$ cat src/rtl/evt_drain_if.sv
// evt_drain_if: handshake channels of evt_drain (mask in, index out).
//   evt_valid, evt_mask        producer -> drain
//   evt_ready                  drain -> producer
//   idx_valid, idx, idx_last   drain -> consumer
//   idx_ready                  consumer -> drain
interface evt_drain_if #(
    parameter int ELEMENT_NUM = 16,
    parameter int IDX_W       = 4
);
    logic                   evt_valid;
    logic                   evt_ready;
    logic [ELEMENT_NUM-1:0] evt_mask;
    logic                   idx_valid;
    logic                   idx_ready;
    logic [IDX_W-1:0]       idx;
    logic                   idx_last;
    modport master (output evt_valid, evt_mask, idx_ready, input evt_ready, idx_valid, idx, idx_last);
    modport slave  (input evt_valid, evt_mask, idx_ready, output evt_ready, idx_valid, idx, idx_last);
endinterface

$ cat src/rtl/evt_drain.sv
// evt_drain: serialises winner masks into ascending element indices tagged with sort rank.
//   clk, rst   clock, async active-high reset
//   clr        sync clear of used_mask, rank, all_done
//   bus        evt (mask in) and idx (index out) valid/ready channels
//   rank       indices emitted before the current idx since reset/clr
//   used_mask  elements already emitted
//   all_done   sticky, rank reached ELEMENT_NUM
//   err_empty  pulse after accepting a mask with nothing left to emit
module evt_drain #(
    parameter int ELEMENT_NUM = 16,
    parameter int IDX_W       = 4
) (
    input  logic                   clk,
    input  logic                   rst,
    input  logic                   clr,
    evt_drain_if.slave             bus,
    output logic [IDX_W:0]         rank,
    output logic [ELEMENT_NUM-1:0] used_mask,
    output logic                   all_done,
    output logic                   err_empty
);
    typedef enum logic {IDLE, DRAIN} state_t;
    localparam logic [IDX_W:0] RANK_MAX = (IDX_W+1)'(ELEMENT_NUM);
    state_t                 state_q, state_d;
    logic [ELEMENT_NUM-1:0] pend_q, pend_d, used_q, used_d, used_eff, filt, low;
    logic [IDX_W:0]         rank_q, rank_d, rank_eff;
    logic                   done_q, done_d, err_q, err_d;
    logic [IDX_W-1:0]       low_idx;
    // Priority encoder: downward scan leaves the lowest set bit's position.
    always_comb begin
        low_idx = '0;
        for (int i = ELEMENT_NUM - 1; i >= 0; i--) low_idx = pend_q[i] ? IDX_W'(i) : low_idx;
    end
    assign low           = ELEMENT_NUM'(1) << low_idx;
    assign bus.evt_ready = state_q == IDLE;
    assign bus.idx_valid = state_q == DRAIN;
    assign bus.idx       = low_idx;
    assign bus.idx_last  = (state_q == DRAIN) && ((pend_q & (pend_q - ELEMENT_NUM'(1))) == '0);
    assign rank          = rank_q;
    assign used_mask     = used_q;
    assign all_done      = done_q;
    assign err_empty     = err_q;
    // clr is folded in before any handshake update so a same-cycle emission lands on a cleared record.
    always_comb begin
        used_eff = clr ? '0 : used_q;
        rank_eff = clr ? '0 : rank_q;
        filt     = bus.evt_mask & ~used_eff;
        state_d  = state_q;
        pend_d   = pend_q;
        used_d   = used_eff;
        rank_d   = rank_eff;
        done_d   = done_q & ~clr;
        err_d    = 1'b0;
        if (state_q == IDLE) begin
            if (bus.evt_valid) begin
                pend_d  = filt;
                state_d = filt != '0 ? DRAIN : IDLE;
                err_d   = filt == '0;
            end
        end else if (bus.idx_ready) begin
            pend_d  = pend_q & ~low;
            used_d  = used_eff | low;
            rank_d  = rank_eff == RANK_MAX ? rank_eff : rank_eff + (IDX_W+1)'(1);
            done_d  = (done_q & ~clr) | (rank_d == RANK_MAX);
            state_d = bus.idx_last ? IDLE : DRAIN;
        end
    end
    always_ff @(posedge clk or posedge rst) begin
        if (rst) begin
            state_q <= IDLE;
            pend_q  <= '0;
            used_q  <= '0;
            rank_q  <= '0;
            done_q  <= 1'b0;
            err_q   <= 1'b0;
        end else begin
            state_q <= state_d;
            pend_q  <= pend_d;
            used_q  <= used_d;
            rank_q  <= rank_d;
            done_q  <= done_d;
            err_q   <= err_d;
        end
    end
endmodule
$ cat src/flat_wrapper.sv
// flat-port wrapper written by rule: the top's interface ports become plain ports
module evt_drain_flat 
#(
    parameter int ELEMENT_NUM = 16,
    parameter int IDX_W       = 4
)
  (clk, rst, clr, rank, used_mask, all_done, err_empty, bus_evt_valid, bus_evt_mask, bus_idx_ready, bus_evt_ready, bus_idx_valid, bus_idx, bus_idx_last);
  evt_drain_if #(.ELEMENT_NUM(ELEMENT_NUM), .IDX_W(IDX_W)) bus_i ();
  input  logic clk;
  input  logic rst;
  input  logic clr;
  output logic [IDX_W:0] rank;
  output logic [ELEMENT_NUM-1:0] used_mask;
  output logic all_done;
  output logic err_empty;
  input wire logic [$bits(bus_i.evt_valid)-1:0] bus_evt_valid;
  input wire logic [$bits(bus_i.evt_mask)-1:0] bus_evt_mask;
  input wire logic [$bits(bus_i.idx_ready)-1:0] bus_idx_ready;
  output wire logic [$bits(bus_i.evt_ready)-1:0] bus_evt_ready;
  output wire logic [$bits(bus_i.idx_valid)-1:0] bus_idx_valid;
  output wire logic [$bits(bus_i.idx)-1:0] bus_idx;
  output wire logic [$bits(bus_i.idx_last)-1:0] bus_idx_last;
  assign bus_i.evt_valid = bus_evt_valid;
  assign bus_i.evt_mask = bus_evt_mask;
  assign bus_i.idx_ready = bus_idx_ready;
  assign bus_evt_ready = bus_i.evt_ready;
  assign bus_idx_valid = bus_i.idx_valid;
  assign bus_idx = bus_i.idx;
  assign bus_idx_last = bus_i.idx_last;
  evt_drain #(.ELEMENT_NUM(ELEMENT_NUM), .IDX_W(IDX_W)) u_core (.clk(clk), .rst(rst), .clr(clr), .bus(bus_i), .rank(rank), .used_mask(used_mask), .all_done(all_done), .err_empty(err_empty));
endmodule
$ cat config.mk
export PLATFORM = sky130hd
export DESIGN_NAME = evt_drain_flat
export DESIGN_NICKNAME = d
export VERILOG_FILES = /design/src/rtl/evt_drain_if.sv /design/src/rtl/evt_drain.sv /design/src/flat_wrapper.sv
export SDC_FILE = /design/constraint.sdc
export NUM_CORES = 1
export LEC_CHECK = 0
export CORE_MARGIN = 8
export CORE_UTILIZATION = 56
export DETAILED_ROUTE_END_ITERATION = 10
export GPL_TIMING_DRIVEN = 0
export PLACE_DENSITY = 0.94
export RECOVER_POWER = 25
export SETUP_SLACK_MARGIN = 0.02
export SYNTH_ARGS = -nofsm -noshare
export SYNTH_HDL_FRONTEND = slang
export SYNTH_SLANG_ARGS = --single-unit
$ cat constraint.sdc
create_clock -name clk -period 4.2 [get_ports clk]
set_input_delay 0.42 -clock clk [delete_from_list [all_inputs] [get_ports clk]]
set_output_delay 0.42 -clock clk [all_outputs]
set_load 0.005 [all_outputs]
---- After elaboration in Yosys (flattened, before gate mapping) ----
Index checks and enable logic that the tools add are counted.
Widths: inputs -> output; s select.
word-level totals
  input bits .............................. 21
  output and inout port bits .............. 30
  word-level logic and storage cells ...... 63
  memories kept ........................... 0
  RAM bits ................................ 0
  register bits after elaboration ......... 40
  bits in latches ......................... 0
  ROM bits ................................ 0
cells by class
  shift-type cells ........................ 1
  muxes and demuxes ....................... 35
  div/mod/pow operators ................... 0
  bitwise logic cells ..................... 10
  add/sub/neg operators ................... 2
  reduce and logical (&&, ||, !) cells .... 6
  magnitude comparators ................... 0
  $mul .................................... 0
  eq/ne operators ......................... 3
operators with widths
  operator               count
  $mux 16                6
  $mux 4                 16
  $and 16x16->16         3
  $logic_not 16->1       2
  $not 16->16            2
  $mux 5                 4
  $or 16x16->16          1
  $reduce_bool 16->1     1
  $shl 1x4->16 const A   1
  $sub 16x1->16 const B  1
  $eq 5x5->1 const B     2
  $mux 1                 9
  $add 5x1->5 const B    1
  $ne 2x2->1 const B     1
  $not 1->1              2
  $reduce_and 2->1       1
  $reduce_bool 2->1      1
  $and 1x1->1            1
  $logic_and 1x1->1      1
  $or 1x1->1             1

---- Depth between registers and ports, before layout ----
Gate-level depths: netlist (run 1).
  word-level depth ........................ 21
  gate-level depth with buffers ........... 8
  mapped depth without buffers ............ 7

---- Worst setup path before layout (run 1) ----
OpenSTA, ideal clock, no wires.
  kind .................................... register to output
  from .................................... register u_core.pend_q[0]
  to ...................................... output bus_idx_last
  cell stages (with the launch flop) ...... 7
  data required time ...................... 3.780 ns
  path buffers ............................ 2
  setup slack ............................. 2.077 ns
  arrival ................................. 1.703 ns
  cell sequence ........................... dfrtp_1 buf_6 or4_4 buf_6 nor4_2 o2111ai_1 a211oi_2
between the ends
  cells in the longest elaborated chain, start to end .. 4
ends and longest elaborated chain
  what                    line                text
  start, declared         evt_drain.sv:25     logic [ELEMENT_NUM-1:0] pend_q, pend_d, used_q, used_d, used_eff, filt, low;
  start signal, assigned  evt_drain.sv:78     pend_q <= pend_d;
  $sub 16x1->16           evt_drain.sv:38     assign bus.idx_last = (state_q == DRAIN) && ((pend_q & (pend_q - ELEMENT_NUM'(1))) == '0);
  $and 16x16->16 (*)      evt_drain.sv:38
  $logic_not 16->1 (*)    evt_drain.sv:38
  $logic_and 1x1->1 (*)   evt_drain.sv:38
  end, declared           flat_wrapper.sv:22  output wire logic [$bits(bus_i.idx_last)-1:0] bus_idx_last;
Every way passes the cells marked *; elsewhere a longest branch is shown, timed or not.

---- Worst setup path after layout (run 1) ----
  from .................................... register u_core.pend_q[2]
  to ...................................... output bus_idx_last
The elaborated chain is that of the path after synthesis.

==> metrics.cfg, run 1 <==
[run_status]
status=finished with violations
violations=capacitance limit, slew limit

[synthesis]
ys_ff_latch=40
post_synth.cell_area_avg_um2=8.59
async_reset_ff_share_pct=100
ys_seq_area_share_pct=39.5
synth.net_count=318
synth.distinct_cells=54
synth_cells=295
synth_flop_cell=dfrtp_1
ys_warn_count=0
synth_edf_count=0
netlist_area_um2=2530

[die]
dieArea_um2=6930
ioPinCount=51
start_util_pct=58.2
rows=24
die_h_um=83.3
coreArea_um2=4350
die_w_um=83.3

[clocking]
ctsHtreeMaxLevel=2
postCtsSetupRepairBufs=0
ctsResizeCount=0
clk_latency_ns=0.30
numCtsBuffers=5
clk_pin_slew_ns=0.08
hold_buffers=0
cts_max_path_buffers=2
cts_tree=done
cts.sinks=40
cts_root_buffer=clkbuf_8

[timing]
setup_viol=0
worst_slew_pin_slew_ns=1.52
finClkSkew_ns=0.00797
fin_crit_sh_pct=78.1
hold_viol=0
slew_headroom_pct=-1.49
rsz0062_at_grt=no
period_needed_ns=3.28
drv_slew=41
tns_ns=0
max_freq_mhz=305

[setup_path]
r2r-start=u_core.pend_q[9]
crit_start=u_core.pend_q[2]
end_kind=output pin
regToRegSetupSlack_ns=1.82
timing.rr.end=u_core.pend_q[2]
start_kind=register
cp_max_fo=10
cp.arrival_ns=2.86
required_ns=3.78
critPathKind=register to output pin
reg2regPathDepth=7
crit_end=bus_idx_last

[global_route]
grt_pass1_wl_um=14000
grt_max_degree=41
grt_pass1_vias=2719
overflow=0
antenna_found_initial=0
grt.total_usage_pct=24.4

[routing]
via_count=2825
first_iter_violations=398
wl_um=8740
drt_pass1_iterations=6
routedWlPerCell_um=21.6
drc=0
ant_nets=0
via_per_inst=6.98

[placed_design]
dp_hpwl_um=6420
port_buffers=50
place.gp.congestion=1.00

[power]
ir_worst_vdd_v=0.000348
totalPowerFinal_mw=1.41
p_leak_nw=1.25
p_per_area_nw_per_um2=438

[layout]
fillCellCount=312
area_growth_pct=27.1
final_layout_size_suffix_gt1_share_pct=5.95
diodes=0
final_nets=375

[flow_run]
timing.max_cap.violations=1

[hold_path]
hp-class=register to register

[logic make-up after synthesis]
logic type	share of synthesized area (%)
AND/OR/NAND/NOR	26.1
AO/OA/AOI/OAI	25.2
flip-flops	39.5
buffers and inverters	5.73
XOR/XNOR	2.07
adder cells (fa/ha/maj)	0.987
multiplexers	0.395
[metal layers]
metal | global-route usage [%] | wire [um]
met5 | 0 | 0
met4 | 13.4 | 389
met3 | 6.64 | 1040
met2 | 37.1 | 3900
met1 | 30.4 | 3410
[cell type report]
| cell class | count | area, um2 | area share [%] |
|---|---|---|---|
| multi-input cells | 221 | 1390 | 43.1 |
| clock buffers | 6 | 82.6 | 2.56 |
| repair buffers | 50 | 500 | 15.5 |
| inverters | 15 | 56.3 | 1.75 |
| well taps | 52 | 65.1 | 2.02 |
| clock inverters | 2 | 38.8 | 1.20 |
| plain buffers | 19 | 88.8 | 2.76 |
| flip-flops and latches | 40 | 1000 | 31.1 |
[layout by cell type (no fill, tap or decap), types with 10 or more instances in the layout]
master,Yosys,layout
clkdlybuf4s50_1,0,49
dfrtp_1,40,40
nand2_1,29,29
nand2b_1,29,29
o21ai_1,25,25
clkbuf_1,15,15
nor2_1,15,15
inv_1,14,14
nor4_1,12,12
a32oi_1,10,10
[report_power, final]
group | internal, mW | total, mW | switching [mW]
Clock | 0.194 | 0.342 | 0.147
Combinational | 0.240 | 0.584 | 0.344
Sequential | 0.440 | 0.485 | 0.0448
Total | 0.875 | 1.41 | 0.536
[metrics by stage]
stage	instance area, um2	utilization [%]	instances	hold WS (ns)	worst slack (ns)
floorplan	2530	-	295	0.474	2.08
global placement	3100	71.2	397	0.510	1.26
detailed placement	3100	71.2	397	0.505	1.32
CTS	3220	74.0	405	0.540	0.990
global route	3220	74.0	405	0.593	0.748
finish	3220	74.0	405	0.533	0.919
[worst min-delay path by stage]
stage	start	end	slack (ns)	cells after the start
global placement	u_core.all_done	u_core.all_done	0.51	2
detailed placement	u_core.all_done	u_core.all_done	0.51	2
floorplan	u_core.all_done	u_core.all_done	0.47	2
global route	u_core.all_done	u_core.all_done	0.59	2
finish	u_core.all_done	u_core.all_done	0.53	2
CTS	u_core.all_done	u_core.all_done	0.54	2
[flip-flops by register name (all words and copies together) (netlist names)]
signal / flops
u_core.pend_q: 16
u_core.used_mask: 16
u_core.rank: 5
u_core.all_done: 1
u_core.bus.idx_valid: 1
u_core.err_empty: 1
[synthesized netlist by cell type, types with 2 or more instances]
cell type  instances  area share (%)
clkbuf_1          15             2.2
o21ai_0            7             1.4
or2_1              2            0.49
nand2_1           29             4.3
o21ai_1           25             4.9
nand2b_1          29             7.2
o2111ai_1          3             1.0
inv_1             14             2.1
ha_1               2            0.99
or4_1              2            0.59
a2111oi_0          4             1.4
a32oi_1           10             3.5
a211oi_1           4             1.2
xor2_1             2            0.69
a31o_1             3             1.0
a2111o_1           3             1.3
a21oi_1            7             1.4
a21o_1             2            0.59
o21a_1             3            0.89
buf_2              2            0.40
a22oi_1            3            0.89
nand4_1            7             1.7
dfrtp_1           40              40
nand3_1            7             1.4
nor3_1             5            0.99
o31ai_1            2            0.59
nor2_1            15             2.2
nor2b_1            4            0.99
nor4_1            12             3.0
a32o_1             4             1.6
xnor2_1            4             1.4
buf_6              2            0.89
[critical path: stages (launching register included)]
cell and delay, ns:
dfrtp_1 0.41, clkbuf_1 0.24, nor4_1 0.46, nand2_1 0.24, a2111o_1 0.35, a211oi_2 0.29, clkdlybuf4s50_1 0.57
(Power assumes the default switching activity.)
==> inputs of run 2 (changes only) <==
--- a/config.mk
+++ b/config.mk
@@ -6,10 +6,10 @@
 export NUM_CORES = 1
 export LEC_CHECK = 0
 export CORE_MARGIN = 8
-export CORE_UTILIZATION = 56
+export CORE_UTILIZATION = 52
 export DETAILED_ROUTE_END_ITERATION = 10
 export GPL_TIMING_DRIVEN = 0
-export PLACE_DENSITY = 0.94
+export PLACE_DENSITY = 0.89
 export RECOVER_POWER = 25
 export SETUP_SLACK_MARGIN = 0.02
 export SYNTH_ARGS = -nofsm -noshare
==> constraint.sdc (replaced) <==
create_clock -name clk -period 3.3 [get_ports clk]
set_input_delay 0.33 -clock clk [delete_from_list [all_inputs] [get_ports clk]]
set_output_delay 0.33 -clock clk [all_outputs]
set_load 0.005 [all_outputs]
==> metrics.cfg, run 2 (synthesis gave the netlist of run 1 again) <==
[setup_path]
slowest_stage=clkdlybuf4s50_1
crit_chain=clkbuf_1 -> nor4_1 -> nand2_1 -> a2111o_1 -> a211oi_2 -> clkdlybuf4s50_1
required_ns=2.97
r2r-start=u_core.pend_q[9]
timing.rr.end=u_core.pend_q[2]
crit_start=u_core.pend_q[2]
critPathMaxStageDelay_ns=0.55
start_kind=register
cp.arrival_ns=2.84
regToRegSetupSlack_ns=0.97
crit_end=bus_idx_last
end_kind=output pin
critPathKind=register to output pin
reg2regPathDepth=7
cp_max_fo=10

[die]
coreArea_um2=4720
dieArea_um2=7360
die_w_um=85.8
ioPinCount=51
start_util_pct=53.6
rows=25
die_h_um=85.8

[routing]
drc=0
wl_um=8530
via_count=2729
routedWlPerCell_um=20.3
via_per_inst=6.50
wl_met3_um=995
dr_wl_met2_um=3950
wl_met1_um=3420
first_iter_violations=310
ant_nets=0
drt_pass1_iterations=6
top_layer_used=met4

[clocking]
clk_latency_ns=0.31
cts_max_path_buffers=2
hold_buffers=0
cts.sinks=40
clk_pin_slew_ns=0.09
cts_root_buffer=clkbuf_8
postCtsSetupRepairBufs=0
ctsHtreeMaxLevel=2
ctsResizeCount=0
cts_tree=done
numCtsBuffers=5

[power]
p_per_area_nw_per_um2=558
ir_worst_vdd_v=0.000393
totalPowerFinal_mw=1.81
p_leak_nw=1.24

[timing]
fin_ws_ns=0.130
drv_slew=41
fin_crit_sh_pct=96.1
slew_headroom_pct=-4.58
period_needed_ns=3.17
hold_viol=0
max_freq_mhz=315
worst_slew_pin_slew_ns=1.57
hold_ws_ns=0.494
tns_ns=0
rsz0062_at_grt=no
setup_viol=0
finClkSkew_ns=0.0100

[layout]
diodes=0
area_growth_pct=27.6
final_nets=375
layout_commonest_cell=clkdlybuf4s50_1
final_layout_size_suffix_gt1_share_pct=5.95
final_cell_mix=clkdlybuf4s50_1 (49), dfrtp_1 (40), nand2_1 (29), nand2b_1 (29), o21ai_1 (25)
final_cells=420
final_area_um2=3230
fillCellCount=394
postLayoutCoreUtil_pct=68.5

[placed_design]
port_buffers=50
place.gp.congestion=0.981
pre_cts_slack_ns=0.545
dp_cells=412
placed_cell_area_um2=3120
dp_hpwl_um=6340

[global_route]
grt.total_usage_pct=23.4
overflow=0
grt_pass1_wl_um=13700
grt_max_degree=41
grt_pass1_vias=2684
antenna_found_initial=0

[run_status]
status=finished with violations
violations=capacitance limit, slew limit

[flow_run]
timing.max_cap.violations=1

[hold_path]
hp-class=register to register

run 2: layer usage:
| metal | vias to the layer above | GRT usage [%] |
|---|---|---|
| li1 | 1214 | - |
| met1 | 1289 | 28.5 |
| met2 | 204 | 37.9 |
| met3 | 22 | 7.16 |
| met4 | 0 | 8.44 |
| met5 | - | 0 |
run 2: where the power goes:
part	total [mW]	internal, mW	switching, mW
clock network	0.431	0.228	0.203
logic	0.756	0.306	0.450
registers	0.618	0.560	0.0580
run 2: final cells by class:
type | count | area (um2) | share of cell area [%]
Clock inverter | 3 | 46.3 | 1.43
Tap cell | 67 | 83.8 | 2.59
Timing Repair Buffer | 50 | 500 | 15.5
Buffer | 19 | 88.8 | 2.75
Inverter | 15 | 56.3 | 1.74
Sequential cell | 40 | 1000 | 31.0
Clock buffer | 5 | 68.8 | 2.13
Multi-Input combinational cell | 221 | 1390 | 42.9
run 2: worst min-delay path by stage:
stage,start,endpoint,slack (ns),cells after the start
floorplan,u_core.all_done,u_core.all_done,0.47,2
global placement,u_core.all_done,u_core.all_done,0.47,2
detailed placement,u_core.all_done,u_core.all_done,0.48,2
CTS,u_core.all_done,u_core.all_done,0.49,2
global route,u_core.all_done,u_core.all_done,0.53,2
finish,u_core.all_done,u_core.all_done,0.49,2
run 2: worst max-delay path, delay by kind of cell, from the launching register on:
| family | cells | cell delay (ns) |
|---|---|---|
| compound gates | 2 | 0.60 |
| buf+inv | 2 | 0.79 |
| simple gates | 2 | 0.75 |
| flops | 1 | 0.40 |
